<file path="config.mk">
export PLATFORM = sky130hd
export DESIGN_NAME = mem_stage_lsu
export DESIGN_NICKNAME = d
export VERILOG_FILES = /design/src/rtl/mem_stage_lsu.sv
export SDC_FILE = /design/constraint.sdc
export NUM_CORES = 1
export LEC_CHECK = 0
export ABC_AREA = 1
export ABC_CLOCK_PERIOD_IN_PS = 11600
export CAP_MARGIN = 20
export CORE_MARGIN = 3
export CORE_UTILIZATION = 30
export DETAILED_ROUTE_END_ITERATION = 10
export PLACE_DENSITY = 0.8
export SYNTH_ARGS = -nofsm -noshare
export SYNTH_HDL_FRONTEND = slang
export SYNTH_SLANG_ARGS = --single-unit
</file>
<file path="constraint.sdc">
create_clock -name clk -period 11.6 [get_ports clk]
set_input_delay 2.9 -clock clk [delete_from_list [all_inputs] [get_ports clk]]
set_output_delay 2.9 -clock clk [all_outputs]
set_load 0.1 [all_outputs]
</file>
<file path="src/rtl/mem_stage_lsu.sv">
// Memory-stage load/store unit: turns the EX/MEM access into a req/gnt/rvalid
// bus transaction, stalls the pipeline until it completes, and extends load data.
module mem_stage_lsu #(
  parameter int DATA_WIDTH     = 32,
  parameter int TIMEOUT_CYCLES = 255
) (
  input  logic                  clk,
  input  logic                  rst,
  input  logic                  MemReadM,
  input  logic                  MemWriteM,
  input  logic [2:0]            funct3M,
  input  logic [DATA_WIDTH-1:0] ALUResultM,
  input  logic [DATA_WIDTH-1:0] WriteDataM,
  output logic [DATA_WIDTH-1:0] ReadDataM,
  output logic                  StallM,
  output logic                  MisalignM,
  output logic                  BusErrM,
  output logic                  mem_req,
  output logic                  mem_we,
  output logic [DATA_WIDTH-1:0] mem_addr,
  output logic [DATA_WIDTH-1:0] mem_wdata,
  output logic [3:0]            mem_wstrb,
  input  logic                  mem_gnt,
  input  logic                  mem_rvalid,
  input  logic [DATA_WIDTH-1:0] mem_rdata,
  output logic [1:0]            fsm_state
);

  // Bus handshake: a request is accepted in any cycle where mem_req and mem_gnt
  // are both high; until then address, direction, data and strobes stay stable.
  // Load data is accepted only in RESP, in the cycle mem_rvalid is high.
  typedef enum logic [1:0] {
    S_IDLE = 2'd0,
    S_REQ  = 2'd1,
    S_RESP = 2'd2,
    S_DONE = 2'd3
  } state_t;

  localparam int CW = (TIMEOUT_CYCLES > 1) ? $clog2(TIMEOUT_CYCLES + 1) : 1;
  localparam logic [CW-1:0] TO_LAST = CW'((TIMEOUT_CYCLES > 0) ? TIMEOUT_CYCLES - 1 : 0);
  localparam bit TO_EN = (TIMEOUT_CYCLES > 0);

  state_t                  state, state_nxt;
  logic [CW-1:0]           to_cnt;
  logic                    acc, store, is_b, is_h, is_w, mis, issue, busy, timeout_hit;
  logic [1:0]              boff;
  logic [7:0]              ld_byte;
  logic [15:0]             ld_half;
  logic [DATA_WIDTH-1:0]   ld_ext, st_data;
  logic [3:0]              st_strb;

  assign acc   = MemReadM | MemWriteM;
  assign store = MemWriteM;
  assign boff  = ALUResultM[1:0];
  assign is_b  = (funct3M[1:0] == 2'b00);
  assign is_h  = (funct3M[1:0] == 2'b01);
  assign is_w  = funct3M[1];
  assign mis   = (is_h & ALUResultM[0]) | (is_w & (|ALUResultM[1:0]));
  assign issue = (state == S_IDLE) & acc & ~mis & ~rst;
  assign busy  = (state == S_REQ) | (state == S_RESP);

  // The timeout only fires when the bus does not complete in the same cycle.
  always_comb begin
    timeout_hit = 1'b0;
    if (TO_EN && busy && (to_cnt == TO_LAST)) begin
      timeout_hit = (state == S_REQ) ? ~mem_gnt : ~mem_rvalid;
    end
  end

  always_comb begin
    state_nxt = state;
    case (state)
      S_IDLE: if (issue) state_nxt = mem_gnt ? (store ? S_DONE : S_RESP) : S_REQ;
      S_REQ: begin
        if (mem_gnt)          state_nxt = store ? S_DONE : S_RESP;
        else if (timeout_hit) state_nxt = S_DONE;
      end
      S_RESP: if (mem_rvalid || timeout_hit) state_nxt = S_DONE;
      S_DONE: state_nxt = S_IDLE;
      default: state_nxt = S_IDLE;
    endcase
  end

  always_ff @(posedge clk or posedge rst) begin
    if (rst) begin
      state     <= S_IDLE;
      to_cnt    <= '0;
      ReadDataM <= '0;
      BusErrM   <= 1'b0;
    end else begin
      state   <= state_nxt;
      BusErrM <= timeout_hit;
      if ((state_nxt == S_REQ || state_nxt == S_RESP) && state_nxt != state) begin
        to_cnt <= '0;
      end else if (busy) begin
        to_cnt <= to_cnt + CW'(1);
      end
      if (state == S_RESP && mem_rvalid) begin
        ReadDataM <= ld_ext;
      end else if (timeout_hit) begin
        ReadDataM <= '0;
      end
    end
  end

  // Inputs are frozen by the stall, so the address offset is still valid in RESP.
  always_comb begin
    ld_byte = mem_rdata[{boff, 3'b000} +: 8];
    ld_half = ALUResultM[1] ? mem_rdata[31:16] : mem_rdata[15:0];
    if (is_b)      ld_ext = {{24{~funct3M[2] & ld_byte[7]}}, ld_byte};
    else if (is_h) ld_ext = {{16{~funct3M[2] & ld_half[15]}}, ld_half};
    else           ld_ext = mem_rdata;
  end

  always_comb begin
    if (is_b) begin
      st_strb = 4'b0001 << boff;
      st_data = {4{WriteDataM[7:0]}};
    end else if (is_h) begin
      st_strb = ALUResultM[1] ? 4'b1100 : 4'b0011;
      st_data = {2{WriteDataM[15:0]}};
    end else begin
      st_strb = 4'b1111;
      st_data = WriteDataM;
    end
  end

  assign mem_req   = issue | ((state == S_REQ) & ~rst);
  assign StallM    = issue | (busy & ~rst);
  assign MisalignM = (state == S_IDLE) & acc & mis & ~rst;
  assign mem_we    = mem_req & store;
  assign mem_addr  = mem_req ? {ALUResultM[DATA_WIDTH-1:2], 2'b00} : '0;
  assign mem_wstrb = mem_we ? st_strb : 4'b0000;
  assign mem_wdata = mem_we ? st_data : '0;
  assign fsm_state = state;

endmodule

</file>
==> summary.md, run 1 <==
| Metric | Value |
|---|---|
| Status | completed |
| Core Box Area | 10500 µm² |
| CP Capture Type | output port |
| Setup TNS Final | 0 ns |
| Number of flops mapped to enable cells by yosys | 0 |
| CP Data Arrival Time | 7.26 ns |
| Post-CTS Setup Inserts | 0 |
| Hold Path Class | reg2reg |
| Pwr per Cell Area | 277 nW/µm² |
| Cell with the most instances on the worst path | nand2_2 |
| Clock transition at the registers of the reported paths | 0.08 ns |
| Post-synth ARST share | 100% |
| Overflow after GRT | 0 |
| Unrepaired setup endpoints after global routing | false |
| Slew @ Worst Pin | 1.05 ns |
| Remaining DRCs | 0 |
| Port Buf Inserts | 209 |
| Die area | 12200 µm² |
| Static leakage | 0.00256 µW |
| DRT iter0 DRCs | 265 |
| Cts hold-fix bufs | 0 |
| Max FO, Critical Path | 37 |
| Vias per cell | 4.94 |
| Avg Cell Area, Syn | 6.40 µm² |
| Max Transition Viols Final | 0 |
| Fin Hold WS | 0.499 ns |
| Internal power | 515 µW |
| Number of distinct library cells after synthesis | 37 |
| Setup-failing EPs final | 0 |
| Area contributors post-synth | dfrtp_1 (33%), nand2_1 (12%), nor2_1 (11%), inv_1 (8.3%), a21oi_1 (7.6%) |
| Worst path slowest cell | clkdlybuf4s50_1 |
| Max-Slew Margin vs Limit | 29.7% |
| Cell taking the most area after synthesis | dfrtp_1 |
| CTS tree | yes |
| Fmax | 98.4 MHz |
| Initial antenna violation count | 0 |
| HPWL Detailed | 10300 µm |
| Area delta synth->final | 67.7% |
| Critical path cell sequence | clkdlybuf4s50_1 > inv_4 > nand2_2 > nand2_2 > nand2_2 > inv_2 > a21oi_2 > buf_4 > inv_2 > nand2_4 > a21oi_1 > clkdlybuf4s50_1 |
| VDD IR max | 0.178 mV |
| Initial Util | 31.4% |
| FF-to-FF setup slack | 9.11 ns |
| Max Clock Skew | 0.00757 ns |
| Critical path launch point type | primary input |
| Total number of vias | 4167 |
| Fin crit period | 10.16 ns |
| Share of layout cells above drive strength 1 | 4.24% |
| H-tree lvl count | 2 |
| Clk_lat worst skew | 0.30 ns |
| P_sw | 1010 µW |
| # clock sinks | 43 |
| # fillers | 995 |
| Max_cap viols | 0 |
| Ant diodes | 0 |
| Post_cts resized | 0 |
| DP Worst Slack | 1.42 ns |
| Top-area cell type share of the netlist area | 32.8% |
| Final Hold Viols | 0 |
| Ys Warns | 0 |
| WL/cell | 15.4 µm |
| Ports | 212 |
| TritonCTS Buffers | 5 |
| Max incr delay on CP | 1.17 ns |
| Pre-antenna DRT Iters | 5 |
| Vias in the first global route | 4071 |
| Post-Synthesis Cells | 513 |
| First-pass GRT wire length | 20700 µm |
| Sw frac | 66.2% |
| Sequential area share after synthesis | 32.8% |
| Clock power share | 6.3% |
| Fin worst setup slack | 1.44 ns |
| Largest net degree at the start of global routing | 47 |
| Die Wd | 111 µm |
| Synth Flop Type | dfrtp_1 |
| Logic pwr share | 77.4% |
| Die height | 111 µm |
| Synthesized cell area | 3280 µm² |
| Clock root buffer master | clkbuf_8 |
| Gr usage total | 20.4% |
| Seq cells post-synth | 43 |
| FP Rows | 37 |
| Period utilization | 87.6% |
| Final nets | 818 |
| Clock Tree Buf Depth | 2 |
| Final RePlAce weighted congestion | 0.864 |
| Sequential Power Share | 16.4% |
| Required @ worst endpoint | 8.70 ns |
| Top cell family by delay on the critical path | buffers and inverters |
| Crit path kind | in2out |
| WL final | 13000 µm |
| Antenna-violating nets left | 0 |
| Critical path buffer and inverter count | 6 |
-- layer usage --
| metal | GRT usage, % | vias up | share of wire (%) |
|---|---|---|---|
| met5 | 0 | - | 0 |
| met4 | 5.58 | 0 | 2.4 |
| li1 | - | 2011 | - |
| met1 | 23.3 | 1860 | 38 |
| met2 | 37.0 | 264 | 49 |
| met3 | 5.59 | 32 | 10 |
-- worst paths after layout --
kind / startpoint / end / cells after the start
max: funct3M[1] / mem_wstrb[3] / 12
min: ReadDataM[14]$_DFFE_PP0P_ / ReadDataM[14]$_DFFE_PP0P_ / 2
max reg2reg: fsm_state[1]$_DFF_PP0_ / ReadDataM[12]$_DFFE_PP0P_ / 9
min reg2reg: ReadDataM[14]$_DFFE_PP0P_ / ReadDataM[14]$_DFFE_PP0P_ / 2
max in group asynchronous: rst / to_cnt[1]$_DFFE_PP0P_ / 3
min in group asynchronous: rst / ReadDataM[29]$_DFFE_PP0P_ / 3
-- through the flow --
stage	total power [µW]	area, µm²	instances	util [%]
floorplan	1150	3290	514	-
global placement	1420	5420	835	51.8
detailed placement	1440	5420	835	51.8
CTS	1530	5510	843	52.6
global route	1590	5510	843	52.6
finish	1530	5510	843	52.6
-- cells in the mapped netlist, types with 5 or more instances --
cell type  count
a21oi_1       50
a221oi_1       5
buf_2          8
buf_4          7
clkbuf_1       7
dfrtp_1       43
ha_1           7
inv_1         73
inv_2          5
nand2_1      101
nand2_2        6
nand3_1       18
nor2_1        97
o21ai_0       37
o21ai_1       12
xor2_1         5
-- area by class of cell --
class / instances / area, µm² / share of cell area (%)
Clock buffer: 6 / 72.6 / 1.32
Clock inverter: 2 / 12.5 / 0.227
Inverter: 79 / 299 / 5.43
Multi-Input combinational cell: 366 / 1770 / 32.1
Sequential cell: 43 / 1080 / 19.5
Tap cell: 136 / 170 / 3.09
Timing Repair Buffer: 211 / 2110 / 38.3
-- kinds of logic after synthesis --
kind of cell,share of synthesized area (%)
buf+inv,13.5
flops,32.8
simple gates,28.5
compound gates,20.7
fa+ha+maj,2.67
other cells,0.114
xor+xnor,1.87
-- worst register-to-register path: stages (launching register included) --
cell and delay [ns]:
dfrtp_1 0.49, inv_1 0.14, ha_1 0.39, nand2_1 0.11, nor2_1 0.04, nand3_1 0.16
nand2_1 0.11, inv_1 0.73, nand2_1 0.10, o21ai_0 0.13
-- registers in the layout, indices dropped and copies added, names as in the netlist --
name	cells
BusErrM	1
ReadDataM	32
fsm_state	2
to_cnt	8
-- layout by cell type, fill, tap and decap left out, types with 6 or more instances in the layout --
master / Yosys / routed
clkdlybuf4s50_1: 0 / 209
nand3_1: 18 / 18
inv_1: 73 / 72
o21ai_0: 37 / 37
nor2_1: 97 / 97
nand2_2: 6 / 6
a21oi_1: 50 / 50
ha_1: 7 / 7
inv_2: 5 / 6
dfrtp_1: 43 / 43
nand2_1: 101 / 101
o21ai_1: 12 / 12
-- power groups by stage --
stage	Combinational, µW	Sequential (µW)	Clock, µW
after floorplan	510	635	0
after global placement	1170	249	0
after detailed placement	1190	252	0
after CTS	1190	249	97.8
after global routing	1230	257	105
final	1180	250	95.6
(Power assumes the default switching activity.)
==> inputs of run 2 (changes only) <==
--- a/config.mk
+++ b/config.mk
@@ -8,9 +8,9 @@
 export ABC_AREA = 1
 export ABC_CLOCK_PERIOD_IN_PS = 11600
 export CAP_MARGIN = 20
-export CORE_MARGIN = 3
 export CORE_UTILIZATION = 30
 export DETAILED_ROUTE_END_ITERATION = 10
+export GPL_ROUTABILITY_DRIVEN = 0
 export PLACE_DENSITY = 0.8
 export SYNTH_ARGS = -nofsm -noshare
 export SYNTH_HDL_FRONTEND = slang
==> summary.md, run 2 (synthesized netlist as in run 1, its figures left out) <==
| Metric | Value |
|---|---|
| Required @ worst endpoint | 8.70 ns (about the same) |
| Fin crit period | 9.58 ns (-0.581 ns) |
| Reg2reg start | fsm_state[1]$_DFF_PP0_ |
| WL final | 12500 µm (-3.9%) |
| Clock transition at the registers of the reported paths | 0.08 ns (about the same) |
| Gr usage total | 21.4% (+1.0 points) |
| R2R depth | 8 (-1) |
| VDD IR max | 0.174 mV (-1.9%) |
| HPWL Detailed | 9920 µm (-4.0%) |
| Antenna-violating nets left | 0 (unchanged) |
| Area after DPL | 5430 µm² (+0.18%) |
| CP Launch Point | funct3M[1] |
| Pwr per Cell Area | 277 nW/µm² (-0.12%) |
| # fillers | 1003 (+0.80%) |
| Dpl cells | 836 (+0.12%) |
| Max FO, Critical Path | 28 (-24%) |
| TritonCTS Buffers | 5 (unchanged) |
| RR Endpoint | ReadDataM[4]$_DFFE_PP0P_ |
| Top cell family by delay on the critical path | buffers and inverters |
| Clock Tree Buf Depth | 2 (unchanged) |
| Top reg by flops | ReadDataM |
| Share of layout cells above drive strength 1 | 4.66% (+0.42 points) |
| FP Rows | 37 (unchanged) |
| Critical path depth | 6 (-6) |
| CP Capture Type | output port |
| H-tree lvl count | 2 (unchanged) |
| Die height | 107 µm (-3.6%) |
| Setup-failing EPs final | 0 (unchanged) |
| CP Data Arrival Time | 6.68 ns (-0.58 ns) |
| Initial antenna violation count | 0 (unchanged) |
| DRT iter0 DRCs | 277 (+4.5%) |
| Commonest cells after routing, fill and taps aside | clkdlybuf4s50_1 (207), nand2_1 (101), nor2_1 (97) |
| Die area | 11400 µm² (-7.1%) |
| Post-route non-filler standard cell count | 844 (+0.12%) |
| Vias per cell | 4.99 (+1.0%) |
| Max_cap viols | 0 (unchanged) |
| DP Worst Slack | 2.01 ns (+0.595 ns) |
| Fmax | 104 MHz (+6.1%) |
| # clock sinks | 43 (unchanged) |
| Ant diodes | 0 (unchanged) |
| Total number of vias | 4214 (+1.1%) |
| Critical path buffer and inverter count | 2 (-4) |
| Status | completed |
| Critical path cell sequence | clkdlybuf4s50_1 > nor2_1 > nand2_2 > a21oi_1 > nor2_1 > clkdlybuf4s50_1 |
| Vias in the first global route | 4021 (-1.2%) |
| Post-CTS Setup Inserts | 0 (unchanged) |
| Hold Path Class | reg2reg |
| Crit path kind | in2out |
| Unrepaired setup endpoints after global routing | false |
| WL/cell | 14.8 µm (-4.0%) |
| Hold Crit Start | ReadDataM[14]$_DFFE_PP0P_ |
| Die Wd | 107 µm (-3.6%) |
| Post_cts resized | 0 (unchanged) |
| Initial Util | 31.4% (unchanged) |
| Setup TNS Final | 0 ns (unchanged) |
| Core Box Area | 10500 µm² (unchanged) |
| Critical path launch point type | primary input |
| Clock root buffer master | clkbuf_8 |
| Area delta synth->final | 68.0% |
| Final Hold Viols | 0 (unchanged) |
| Max Transition Viols Final | 0 (unchanged) |
| Max-Slew Margin vs Limit | 30.5% (+0.80 points) |
| Final nets | 819 (+0.12%) |
| Commonest non-fill, non-tap cell in the layout | clkdlybuf4s50_1 |
| Max Clock Skew | 0.0147 ns (+0.00711 ns) |
| Cts hold-fix bufs | 0 (unchanged) |
| Port Buf Inserts | 209 (unchanged) |
| Slew @ Worst Pin | 1.04 ns (-0.0119 ns) |
| Fin worst setup slack | 2.02 ns (+0.581 ns) |
| Largest net degree at the start of global routing | 40 (-15%) |
| Clk_lat worst skew | 0.30 ns (about the same) |
| Worst path slowest cell | clkdlybuf4s50_1 |
| Overflow after GRT | 0 (unchanged) |
| Max reg flops | 32 (unchanged) |
| Remaining DRCs | 0 (unchanged) |
| Period utilization | 82.6% (-5.0 points) |
| Static leakage | 0.00257 µW (+0.45%) |
| FF-to-FF setup slack | 9.11 ns (about the same) |
| Endpoint of the most critical setup path | mem_wstrb[1] |
| Final Util | 52.7% (+0.096 points) |
| Post-route cell area | 5520 µm² (+0.18%) |
| Ports | 212 (unchanged) |
| CTS tree | yes |
| Pre-antenna DRT Iters | 5 (unchanged) |
| First-pass GRT wire length | 19300 µm (-6.7%) |
| Max incr delay on CP | 0.98 ns (-0.19 ns) |
## run 2: changes by cell type in the layout (fill, tap and decap cells not counted), sizes merged
cell / delta
clkdlybuf4s50: -2
buf: +3
## run 2: report_power, final
group	total, µW	internal [µW]	switching [µW]
sequential	251	209	41.3
combinational	1180	265	915
clock	94.8	42.2	52.7
total	1530	517	1010
## run 2: worst min-delay path by stage
| stage | endpoint | slack [ns] | depth (start not counted) |
|---|---|---|---|
| finish | ReadDataM[14]$_DFFE_PP0P_ | 0.49 | 2 |
| global route | ReadDataM[3]$_DFFE_PP0P_ | 0.53 | 2 |
| CTS | ReadDataM[14]$_DFFE_PP0P_ | 0.49 | 2 |
| detailed placement | ReadDataM[14]$_DFFE_PP0P_ | 0.47 | 2 |
| global placement | ReadDataM[16]$_DFFE_PP0P_ | 0.47 | 2 |
| floorplan | to_cnt[7]$_DFFE_PP0P_ | 0.53 | 2 |
## run 2: routing by layer
metal	vias to the layer above	track usage (%)	part of all wire [%]
li1	2019	-	-
met3	27	5.59	11
met2	265	39.5	50
met1	1903	23.5	36
met5	-	0	0
met4	0	7.24	2.5
## run 2: area by class of cell
class	count	area [µm²]	share of cell area (%)
Tap cell	136	170	3.08
Inverter	79	299	5.42
Timing Repair Buffer	212	2120	38.4
Multi-Input combinational cell	366	1770	32.1
Clock inverter	2	12.5	0.227
Sequential cell	43	1080	19.5
Clock buffer	6	72.6	1.32
## run 2: worst min-delay path: stages, from the launching register on
cell and delay [ns]:
dfrtp_1 0.35, nand2_1 0.05, o21ai_0 0.06
## run 2: through the flow
step	hold slack, ns	total power (µW)
4_1_cts	0.493	1530
5_1_grt	0.528	1590
2_1_floorplan	0.533	1150
3_3_place_gp	0.471	1420
3_5_place_dp	0.474	1440
6_report	0.491	1530
==> inputs of run 3 (changes only) <==
--- a/config.mk
+++ b/config.mk
@@ -6,7 +6,7 @@
 export NUM_CORES = 1
 export LEC_CHECK = 0
 export ABC_AREA = 1
-export ABC_CLOCK_PERIOD_IN_PS = 11600
+export ABC_CLOCK_PERIOD_IN_PS = 8900
 export CAP_MARGIN = 20
 export CORE_UTILIZATION = 30
 export DETAILED_ROUTE_END_ITERATION = 10
==> constraint.sdc (replaced) <==
create_clock -name clk -period 8.9 [get_ports clk]
set_input_delay 2.225 -clock clk [delete_from_list [all_inputs] [get_ports clk]]
set_output_delay 2.225 -clock clk [all_outputs]
set_load 0.1 [all_outputs]
==> summary.md, run 3 (synthesized netlist as in run 1, its figures left out) <==
| Metric | Value |
|---|---|
| Share of layout cells above drive strength 1 | 14.3% (+9.6 points) |
| Ant diodes | 0 (unchanged) |
| Cts hold-fix bufs | 0 (unchanged) |
| Period utilization | 80.0% |
| Total number of vias | 4186 (-0.66%) |
| Slew @ Worst Pin | 1.07 ns (+0.0270 ns) |
| Initial Util | 31.4% (unchanged) |
| FP Rows | 37 (unchanged) |
| VDD IR max | 0.277 mV (+59%) |
| Crit path kind | in2out |
| TritonCTS Buffers | 5 (unchanged) |
| CTS tree | yes |
| Cell with the most instances on the worst path | nand2_2 |
| Pre-antenna DRT Iters | 5 (unchanged) |
| Port Buf Inserts | 209 (unchanged) |
| Top reg by flops | ReadDataM |
| Required @ worst endpoint | 6.68 ns (-2.02 ns) |
| Final Hold Viols | 0 (unchanged) |
| Final nets | 819 (unchanged) |
| Overflow after GRT | 0 (unchanged) |
| Remaining DRCs | 0 (unchanged) |
| Vias per cell | 4.97 (-0.55%) |
| Max-Slew Margin vs Limit | 28.7% (-1.8 points) |
| Pwr per Cell Area | 350 nW/µm² (+27%) |
| Fin crit period | 7.12 ns |
| Fmax | 140 MHz |
| Max FO, Critical Path | 37 (+32%) |
| Max incr delay on CP | 0.51 ns (-0.47 ns) |
| Final Util | 55.5% (+2.8 points) |
| Clock root buffer master | clkbuf_8 |
| Critical path buffer and inverter count | 6 (+4) |
| Top cell family by delay on the critical path | simple AND/OR/NAND/NOR gates |
| Max Transition Viols Final | 0 (unchanged) |
| HPWL Detailed | 10200 µm (+3.3%) |
| Initial antenna violation count | 0 (unchanged) |
| Max reg flops | 32 (unchanged) |
| Clock transition at the registers of the reported paths | 0.07 ns (about the same) |
| Post_cts resized | 0 (unchanged) |
| WL final | 12800 µm (+3.1%) |
| Critical path launch point type | primary input |
| Post-CTS Setup Inserts | 0 (unchanged) |
| Die Wd | 107 µm (unchanged) |
| Setup TNS Final | 0 ns (unchanged) |
| Area delta synth->final | 76.8% |
| Core Box Area | 10500 µm² (unchanged) |
| Clock Tree Buf Depth | 2 (unchanged) |
| Max Clock Skew | 0.0117 ns (-0.00293 ns) |
| H-tree lvl count | 2 (unchanged) |
| Worst path slowest cell | nand2_2 |
| Critical path cell sequence | clkdlybuf4s50_1 > buf_4 > inv_4 > nand2_2 > nand2_2 > nand2_2 > inv_2 > a21oi_2 > inv_2 > nand2_4 > nor2_1 > buf_12 |
| Setup-failing EPs final | 0 (unchanged) |
| Commonest non-fill, non-tap cell in the layout | clkdlybuf4s50_1 |
| WL/cell | 15.2 µm (+3.2%) |
| Status | completed |
| CP Data Arrival Time | 4.90 ns (-1.78 ns) |
| Max_cap viols | 0 (unchanged) |
| First-pass GRT wire length | 19800 µm (+2.7%) |
| Static leakage | 0.00281 µW (+9.2%) |
| Commonest cells after routing, fill and taps aside | clkdlybuf4s50_1 (139), nand2_1 (101), nor2_1 (97) |
| Die area | 11400 µm² (unchanged) |
| Die height | 107 µm (unchanged) |
| # fillers | 959 (-4.4%) |
| # clock sinks | 43 (unchanged) |
| CP Capture Type | output port |
| Vias in the first global route | 4127 (+2.6%) |
| Gr usage total | 22.1% (+0.70 points) |
| Unrepaired setup endpoints after global routing | false |
| Ports | 212 (unchanged) |
| DRT iter0 DRCs | 251 (-9.4%) |
| Antenna-violating nets left | 0 (unchanged) |
| Clk_lat worst skew | 0.30 ns (about the same) |
| Hold Path Class | reg2reg |
| Largest net degree at the start of global routing | 47 (+18%) |
[run 3: cell types whose count changed in the layout (fill, tap and decap cells not counted)]
cell,previous run,this run
buf_4,4,36
buf_12,0,37
clkbuf_8,5,6
clkdlybuf4s50_1,207,139
buf_8,1,0
clkinvlp_4,1,0
clkbuf_1,1,0
[run 3: cell type report]
type / instances / area (µm²) / area share, %
Clock inverter: 1 / 5.00 / 0.0862
Tap cell: 136 / 170 / 2.93
Timing Repair Buffer: 212 / 2400 / 41.4
Multi-Input combinational cell: 366 / 1770 / 30.5
Clock buffer: 6 / 82.6 / 1.42
Sequential cell: 43 / 1080 / 18.5
Inverter: 79 / 299 / 5.15
[run 3: power by group]
group          switching (µW)  internal, µW
registers                52.1           273
clock network            67.5          61.0
logic                    1210           371
[run 3: worst register-to-register path: cells and delay by family (launching register included)]
family | cells | cell delay, ns
buffers and inverters | 2 | 0.96
and+or+nand+nor | 5 | 0.55
DFF | 1 | 0.43
adders and majority gates | 1 | 0.37
AOI/OAI and AO/OA | 1 | 0.13
[run 3: worst paths after layout]
kind	start	endpoint	slack (ns)	cells after the start
max in group asynchronous	rst	fsm_state[0]$_DFF_PP0_	6.11	3
worst max-delay path	funct3M[1]	mem_wdata[16]	1.78	12
worst min register to register	ReadDataM[9]$_DFFE_PP0P_	ReadDataM[9]$_DFFE_PP0P_	0.49	2
worst max register to register	fsm_state[0]$_DFF_PP0_	ReadDataM[24]$_DFFE_PP0P_	6.41	9
worst min-delay path	ReadDataM[9]$_DFFE_PP0P_	ReadDataM[9]$_DFFE_PP0P_	0.49	2
min in group asynchronous	rst	ReadDataM[17]$_DFFE_PP0P_	2.39	3
[run 3: metrics by stage]
stage	cell area, µm²	std cells	total power [µW]	hold WS (ns)	setup WS, ns
after floorplan	3290	514	1490	0.533	0.852
after global placement	5720	836	1880	0.468	1.90
after detailed placement	5720	836	1910	0.474	1.78
after CTS	5800	843	2040	0.493	1.76
after global routing	5800	843	2110	0.508	1.57
final	5800	843	2030	0.487	1.78
[run 3: per-layer routing]
layer / track usage (%) / share of wire (%)
met5: 0 / 0
met4: 8.22 / 2.5
met3: 5.84 / 11
met2: 41.8 / 51
met1: 23.2 / 36
